File: config.mk
export PLATFORM = sky130hd
export DESIGN_NAME = regfile_mp_flat
export DESIGN_NICKNAME = d
export VERILOG_FILES = /design/src/rtl/regfile_mp_if.sv /design/src/rtl/regfile_mp.sv /design/src/flat_wrapper.sv
export SDC_FILE = /design/constraint.sdc
export NUM_CORES = 2
export LEC_CHECK = 0
export CORE_MARGIN = 10
export CORE_UTILIZATION = 55
export CTS_BUF_LIST = sky130_fd_sc_hd__clkbuf_4 sky130_fd_sc_hd__clkbuf_8 sky130_fd_sc_hd__clkbuf_16
export DETAILED_ROUTE_END_ITERATION = 16
export DONT_BUFFER_PORTS = 1
export GPL_ROUTABILITY_DRIVEN = 0
export GPL_TIMING_DRIVEN = 0
export PLACE_DENSITY = 0.7
export SLEW_MARGIN = 20
export SYNTH_ARGS = -nofsm -noshare
export SYNTH_HDL_FRONTEND = slang
export SYNTH_SLANG_ARGS = --single-unit
File: constraint.sdc
create_clock -name clk -period 4.19 [get_ports clk]
set_input_delay 0.419 -clock clk [delete_from_list [all_inputs] [get_ports clk]]
set_output_delay 0.419 -clock clk [all_outputs]
set_load 0.03 [all_outputs]
File: src/rtl/regfile_mp_if.sv
// Register-file bus: writeback port, scoreboard set port, packed read ports.
// The issue/decode side is the master; the register file is the slave.
interface regfile_mp_if #(
   parameter int XLEN = 32,
   parameter int NREG = 32,
   parameter int NR   = 2
);
   localparam int AW = $clog2(NREG);

   logic               WE;
   logic [AW-1:0]      A3;
   logic [XLEN-1:0]    WD3;
   logic [NR*AW-1:0]   RA;
   logic [NR*XLEN-1:0] RD;
   logic               SET_PEND;
   logic [AW-1:0]      A_SET;
   logic [NR-1:0]      BUSY;

   modport master (output WE, A3, WD3, RA, SET_PEND, A_SET, input RD, BUSY);
   modport slave  (input WE, A3, WD3, RA, SET_PEND, A_SET, output RD, BUSY);
endinterface

File: src/rtl/regfile_mp.sv
// Multi-port integer register file with per-register pending scoreboard.
// Reads are combinational, with optional same-cycle writeback forwarding.
module regfile_mp #(
   parameter int XLEN     = 32,
   parameter int NREG     = 32,
   parameter int NR       = 2,
   parameter int BYPASS   = 1,
   parameter int ZERO_REG = 1
) (
   input  logic         clk,
   input  logic         rst,
   regfile_mp_if.slave  bus
);
   localparam int AW = $clog2(NREG);
   localparam logic [AW:0] NREG_W = (AW+1)'(NREG);

   logic [XLEN-1:0]    regs [NREG];
   logic [NREG-1:0]    pend;
   logic [NREG-1:0]    pend_nxt;
   logic               we_ok;
   logic               set_ok;
   logic [AW-1:0]      ra_k;
   logic               hit_k;
   logic [NR*XLEN-1:0] rd_v;
   logic [NR-1:0]      busy_v;

   // An address is usable only if it exists and is not the hardwired zero.
   function automatic logic addr_ok(input logic [AW-1:0] a);
      addr_ok = ({1'b0, a} < NREG_W) && !((ZERO_REG != 0) && (a == '0));
   endfunction

   assign we_ok  = bus.WE && addr_ok(bus.A3);
   assign set_ok = bus.SET_PEND && addr_ok(bus.A_SET);

   // Set is applied after clear so a new producer supersedes the retiring one.
   always_comb begin
      pend_nxt = pend;
      if (we_ok)
         pend_nxt[bus.A3] = 1'b0;
      if (set_ok)
         pend_nxt[bus.A_SET] = 1'b1;
   end

   always_ff @(posedge clk) begin
      if (rst) begin
         for (int i = 0; i < NREG; i++)
            regs[i] <= '0;
         pend <= '0;
      end else begin
         if (we_ok)
            regs[bus.A3] <= bus.WD3;
         pend <= pend_nxt;
      end
   end

   always_comb begin
      rd_v   = '0;
      busy_v = '0;
      ra_k   = '0;
      hit_k  = 1'b0;
      for (int k = 0; k < NR; k++) begin
         ra_k  = bus.RA[k*AW +: AW];
         hit_k = (BYPASS != 0) && bus.WE && (bus.A3 == ra_k);
         if (!rst && addr_ok(ra_k)) begin
            rd_v[k*XLEN +: XLEN] = hit_k ? bus.WD3 : regs[ra_k];
            busy_v[k]            = pend[ra_k] && !hit_k;
         end
      end
   end

   assign bus.RD   = rd_v;
   assign bus.BUSY = busy_v;
endmodule

File: src/flat_wrapper.sv
// flat-port wrapper written by rule: the top's interface ports become plain ports
module regfile_mp_flat 
#(
   parameter int XLEN     = 32,
   parameter int NREG     = 32,
   parameter int NR       = 2,
   parameter int BYPASS   = 1,
   parameter int ZERO_REG = 1
)
  (clk, rst, bus_WE, bus_A3, bus_WD3, bus_RA, bus_SET_PEND, bus_A_SET, bus_RD, bus_BUSY);
  regfile_mp_if #(.XLEN(XLEN), .NREG(NREG), .NR(NR)) bus_i ();
  input  logic clk;
  input  logic rst;
  input wire logic [$bits(bus_i.WE)-1:0] bus_WE;
  input wire logic [$bits(bus_i.A3)-1:0] bus_A3;
  input wire logic [$bits(bus_i.WD3)-1:0] bus_WD3;
  input wire logic [$bits(bus_i.RA)-1:0] bus_RA;
  input wire logic [$bits(bus_i.SET_PEND)-1:0] bus_SET_PEND;
  input wire logic [$bits(bus_i.A_SET)-1:0] bus_A_SET;
  output wire logic [$bits(bus_i.RD)-1:0] bus_RD;
  output wire logic [$bits(bus_i.BUSY)-1:0] bus_BUSY;
  assign bus_i.WE = bus_WE;
  assign bus_i.A3 = bus_A3;
  assign bus_i.WD3 = bus_WD3;
  assign bus_i.RA = bus_RA;
  assign bus_i.SET_PEND = bus_SET_PEND;
  assign bus_i.A_SET = bus_A_SET;
  assign bus_RD = bus_i.RD;
  assign bus_BUSY = bus_i.BUSY;
  regfile_mp #(.XLEN(XLEN), .NREG(NREG), .NR(NR), .BYPASS(BYPASS), .ZERO_REG(ZERO_REG)) u_core (.clk(clk), .rst(rst), .bus(bus_i));
endmodule
# Word level (Yosys, flattened, before mapping)
# Memory sizes are Yosys's and may differ from the RTL's.
# Index checks and enable logic that the tools add are counted.
# totals
out_inout_bits	66
elab_cells	59
reg_bits	32
input_bits	56
memories	1
mem_bits_rw	1024
# classes
muxes	24
n_eq_ne	2
order_cmp	6
bitwise_logic	3
reduce_logical	22
# memory_table
name	depth	width	read_ports	rd_clocked_by_memory_dff	wr	line_no	text
u_core.regs	32	32	2	0	32	regfile_mp.sv:17	logic [XLEN-1:0] regs [NREG];
# ops
cell	n
32-bit 2-to-1 mux	7
32-bit bitwise AND	1
32-bit NOT	1
32-bit bitwise OR	1
32-bit OR reduction	1
5-bit by 6-bit less-than comparator with 1-bit output, second input constant	4
5-bit logical NOT	4
1-bit 2-to-1 mux	12
1-bit binary-select mux with 5-bit select	2
1-bit demux with 5-bit select	2
5-bit equality test	2
5-bit by 1-bit >= comparator with 1-bit output, second input constant	2
1-bit logical AND	10
1-bit logical NOT	7
5-bit 2-to-1 mux	1

# Longest topological paths before layout
# logic_depth
ltp_word	9
mapped_depth	9
depth_no_buf	5

# Least setup slack after synthesis
# OpenSTA, ideal clock, no wires.
# synth_timing
kind	input to register
startpoint	input bus_A3[3]
endpoint	memory u_core.regs[15][0], enable pin
arrival_time_ns	3.417
setup_slack_ns	0.305
t_required_ns	3.722
n_path_buf	1
setup_time_ns	0.468
path_stages	4
cell_sequence	clkbuf_1 -> nand2_1 -> or2_2 -> o21ai_0
# synth_rtl
element	line_no	text
start: declaration	flat_wrapper.sv:15	input wire logic [$bits(bus_i.A3)-1:0] bus_A3;
end: declaration	regfile_mp.sv:17	

# Final worst setup path
# layout_timing
startpoint	input bus_RA[4]
endpoint	output bus_RD[14]
# layout_via
elab_chain_len	4
word_cells_on_any_way	8
# layout_rtl
element	line_no	text
start: declaration	flat_wrapper.sv:17	input wire logic [$bits(bus_i.RA)-1:0] bus_RA;
parallel branches: the longest is 3 deep, another holds memory 32 x 32 bit	--	
32-bit 2-to-1 mux *	regfile_mp.sv:64	if (!rst && addr_ok(ra_k)) begin
end: declaration	flat_wrapper.sv:20	output wire logic [$bits(bus_i.RD)-1:0] bus_RD;
# Every way passes the cells marked *.

==> out/results.tsv <==
metric	value	unit
outcome	finished with violations	
initial antenna violation count	17	
HP Class	input port to register	
Post-synth EDFFs	1024	
Reg area	0.0314	mm²
nets@finish	4069	
Synth Area in Compound Gates	0.0448	
mapped cell area	0.0569	mm²
main combinational cell family by area after synthesis	multiplexers	
antenna-violating nets left	0	
Max Fclk	228	MHz
post-synthesis sequential area ratio	0.551	
DRT Pass-1 Iters	9	
Reg2Reg Setup Slack	3.50	ns
Initial Util	0.556	
period utilization	1.05	
multi-input logic area	0.0240	mm²
die height	342	µm
Leak	22.4	nW
vias in the first global route	38911	
hpwl dp	157000	µm
wire per inst	41.4	µm
die width	342	µm
Yosys cell types	49	
clk root buf	clkbuf_16	
Slew HR	0.128	
drt drc	0	
Post-Synth Simple-Gate Area	0.123	
Max Buffers Root-to-Sink	3	
max incr delay on CP	0.90	ns
final wirelength	228000	µm
Clock transition at path regs	0.06	ns
Syn Inst Count	3801	
worst-case reg-to-reg path depth	2	
mux cell area share after synthesis	0.245	
post-synthesis adder-cell area fraction	0	
ys async rst share	0	
final hold violations	0	
CTS Buf Count	112	
pwr/cell area	415	mW/mm²
synthesized area per cell	15.0	µm²
htree depth	3	
HP Start	bus_A_SET[3]	
Clock Latency Late Sink	0.72	ns
most used cell, CP	clkbuf_1	
Max Cap Viol	0	
DR vias	39893	
fill count	7603	
core region area	0.102	mm²
setup_tns	-1.78	ns
IO Port Bufs	0	
Vias/cell	7.27	
Synth Flop Type	edfxtp_1	
worst vdd ir	0.332	mV
GR Overflow Total	0	
number of setup buffers added after CTS	0	
crit path kind	input port to output port	
Final Setup Violations	27	
worst r2r src	u_core.pend[26]	
#FFs+latches synth	1056	
Max FO, Critical Path	10	
Finished Cell Area	0.0640	mm²
pin count of the biggest net entering global routing	34	
CP required	3.77	ns
failing checks	negative setup slack	
Syn. warnings	0	
min Tclk post-route	4.39	ns
CTS Sinks	1056	
critical path data arrival time	3.97	ns
crit-path cells	clkbuf_1, xnor2_1, nand4_1, a2111oi_4, clkbuf_1, a22o_1	
Worst path slowest cell	clkbuf_1	
TritonCTS clock tree	built	
Top Ports	122	
Worst Hold Path EP	u_core.pend[20]	
share of cells above drive strength 1	0.218	
RSZ-0062 raised after global routing	yes	
Area after DPL	0.0598	mm²
worst reg2reg path endpoint	u_core.pend[26]	
hold path cells	2	
Clock Skew	0	ns
area grow syn2layout	12.4	%
first-pass GRT wire length	308000	µm
row cnt	117	
Die ar.	0.117	mm²
Worst Tran Pin Value	1.31	ns
final-report max-slew violation count	0	
Total GRT Usage	0.384	
CP endpoint kind	output port	
number of DRC markers in iteration 0	7664	
worst setup margin	-0.201	ns
Synth Area in XOR/XNOR	0.00154	
Startpoint Class	input port	
## flip-flops by register name, indices dropped and copies added, names as in the netlist
register,count
u_core.pend,32
u_core.regs,1024
## how the worst max path moves through the flow
stage | from | to | slack (ns) | cells past startpoint
floorplan | bus_A3[3] | u_core.regs[15][0] | 0.30 | 4
CTS | bus_RA[6] | bus_RD[56] | 0.05 | 7
detailed placement | bus_RA[7] | bus_RD[47] | -0.24 | 7
global route | bus_RA[6] | bus_RD[60] | -0.05 | 7
finish | bus_RA[4] | bus_RD[14] | -0.20 | 6
global placement | bus_A3[1] | u_core.pend[2] | -3.43 | 6
## layout by cell type (no fill, tap or decap), types with 12 or more instances in the layout
cell / n
a211oi_1: 28
a21oi_1: 43
a221o_1: 12
a221oi_1: 27
a22o_1: 49
a22oi_1: 102
and2_1: 996
buf_16: 24
buf_2: 97
buf_4: 29
bufinv_16: 16
clkbuf_1: 248
clkbuf_16: 115
clkbuf_4: 14
clkinv_1: 30
clkinv_2: 23
conb_1: 32
dfxtp_1: 32
diode_2: 16
dlygate4sd3_1: 39
edfxtp_1: 1024
inv_1: 32
mux2_2: 13
mux2i_1: 285
mux4_2: 485
nand2_1: 46
nand2_4: 18
nor2_1: 48
nor2b_1: 16
o21ai_0: 19
o21ai_1: 16
o21ai_4: 13
o22ai_1: 16
## power breakdown
| group | total (W) | switching [W] | internal [W] |
|---|---|---|---|
| combinational | 0.00363 | 0.00230 | 0.00132 |
| sequential | 0.0125 | 0.000312 | 0.0122 |
| clock | 0.0105 | 0.00442 | 0.00604 |
## worst max-delay path: cells and delay by family
family	cells	cell delay [ns]
AO/OA/AOI/OAI	2	1.42
XOR/XNOR	1	0.20
buffers and inverters	2	1.56
AND/OR/NAND/NOR	1	0.34
## cell usage after synthesis, types with 4 or more instances
cell,number,area [µm²]
edfxtp_1,1024,30700
and2_1,996,6230
mux4_2,485,10900
mux2i_1,285,2850
clkbuf_1,259,972
a22oi_1,102,766
buf_2,97,485
nand2_1,64,240
a22o_1,49,429
nor2_1,49,184
a21oi_1,43,215
dfxtp_1,32,641
inv_1,32,120
o21ai_0,32,160
a211oi_1,28,210
a221oi_1,28,245
buf_4,27,203
nor2b_1,16,100
o21ai_1,16,80.1
o22ai_1,16,100
mux2_2,13,146
o2bb2ai_1,13,114
a221o_1,12,120
nand3_1,11,55.1
buf_6,10,113
buf_1,7,26.3
nand2b_1,6,37.5
nor3_1,6,30.0
xnor2_1,6,52.6
a32o_1,5,50.1
xor2_1,4,35.0
## cell families (layout without fill, tap and decap cells)
logic type	count (synthesis)	count (layout)
AND/OR/NAND/NOR	1167	1167
flip-flops	1056	1056
multiplexers	784	784
buffers and inverters	434	709
AO/OA/AOI/OAI	349	349
XOR/XNOR	10	10
other	1	48
## metrics by stage
stage	total power, W	hold WS, ns	setup slack, ns	util	instances
finish	0.0266	0.0217	-0.201	0.626	5491
global route	0.0269	0.0578	-0.0510	0.625	5475
CTS	0.0263	0.00209	0.0543	0.625	5473
detailed placement	0.0161	0.471	-0.239	0.584	5226
global placement	0.0160	0.467	-3.43	0.574	5200
floorplan	0.0147	0.451	0.305	-	3832
## cell type report
type                            instances  share of cell area
Clock inverter                         81              0.0126
Tap cell                             1368              0.0267
Buffer                                402              0.0288
Inverter                               32             0.00188
Multi-Input combinational cell       2342               0.375
Clock buffer                          127              0.0464
Antenna cell                           16            0.000625
Sequential cell                      1056               0.490
Timing Repair Buffer                   67              0.0172
## repair_timing
item,4_1_cts,5_1_grt
gates resized for setup,3,2
hold buffers,39,0
hold endpoints to repair,66,0
endpoints found under the setup margin,7,9
## metal layers
metal / vias up / track usage / wire [µm]
met3: 951 / 0.173 / 37500
met2: 3940 / 0.548 / 95900
met4: 16 / 0.262 / 20400
li1: 15074 / - / -
met5: - / 0.00208 / 190
met1: 19912 / 0.464 / 73600
Power figures use the tool's default switching activity.
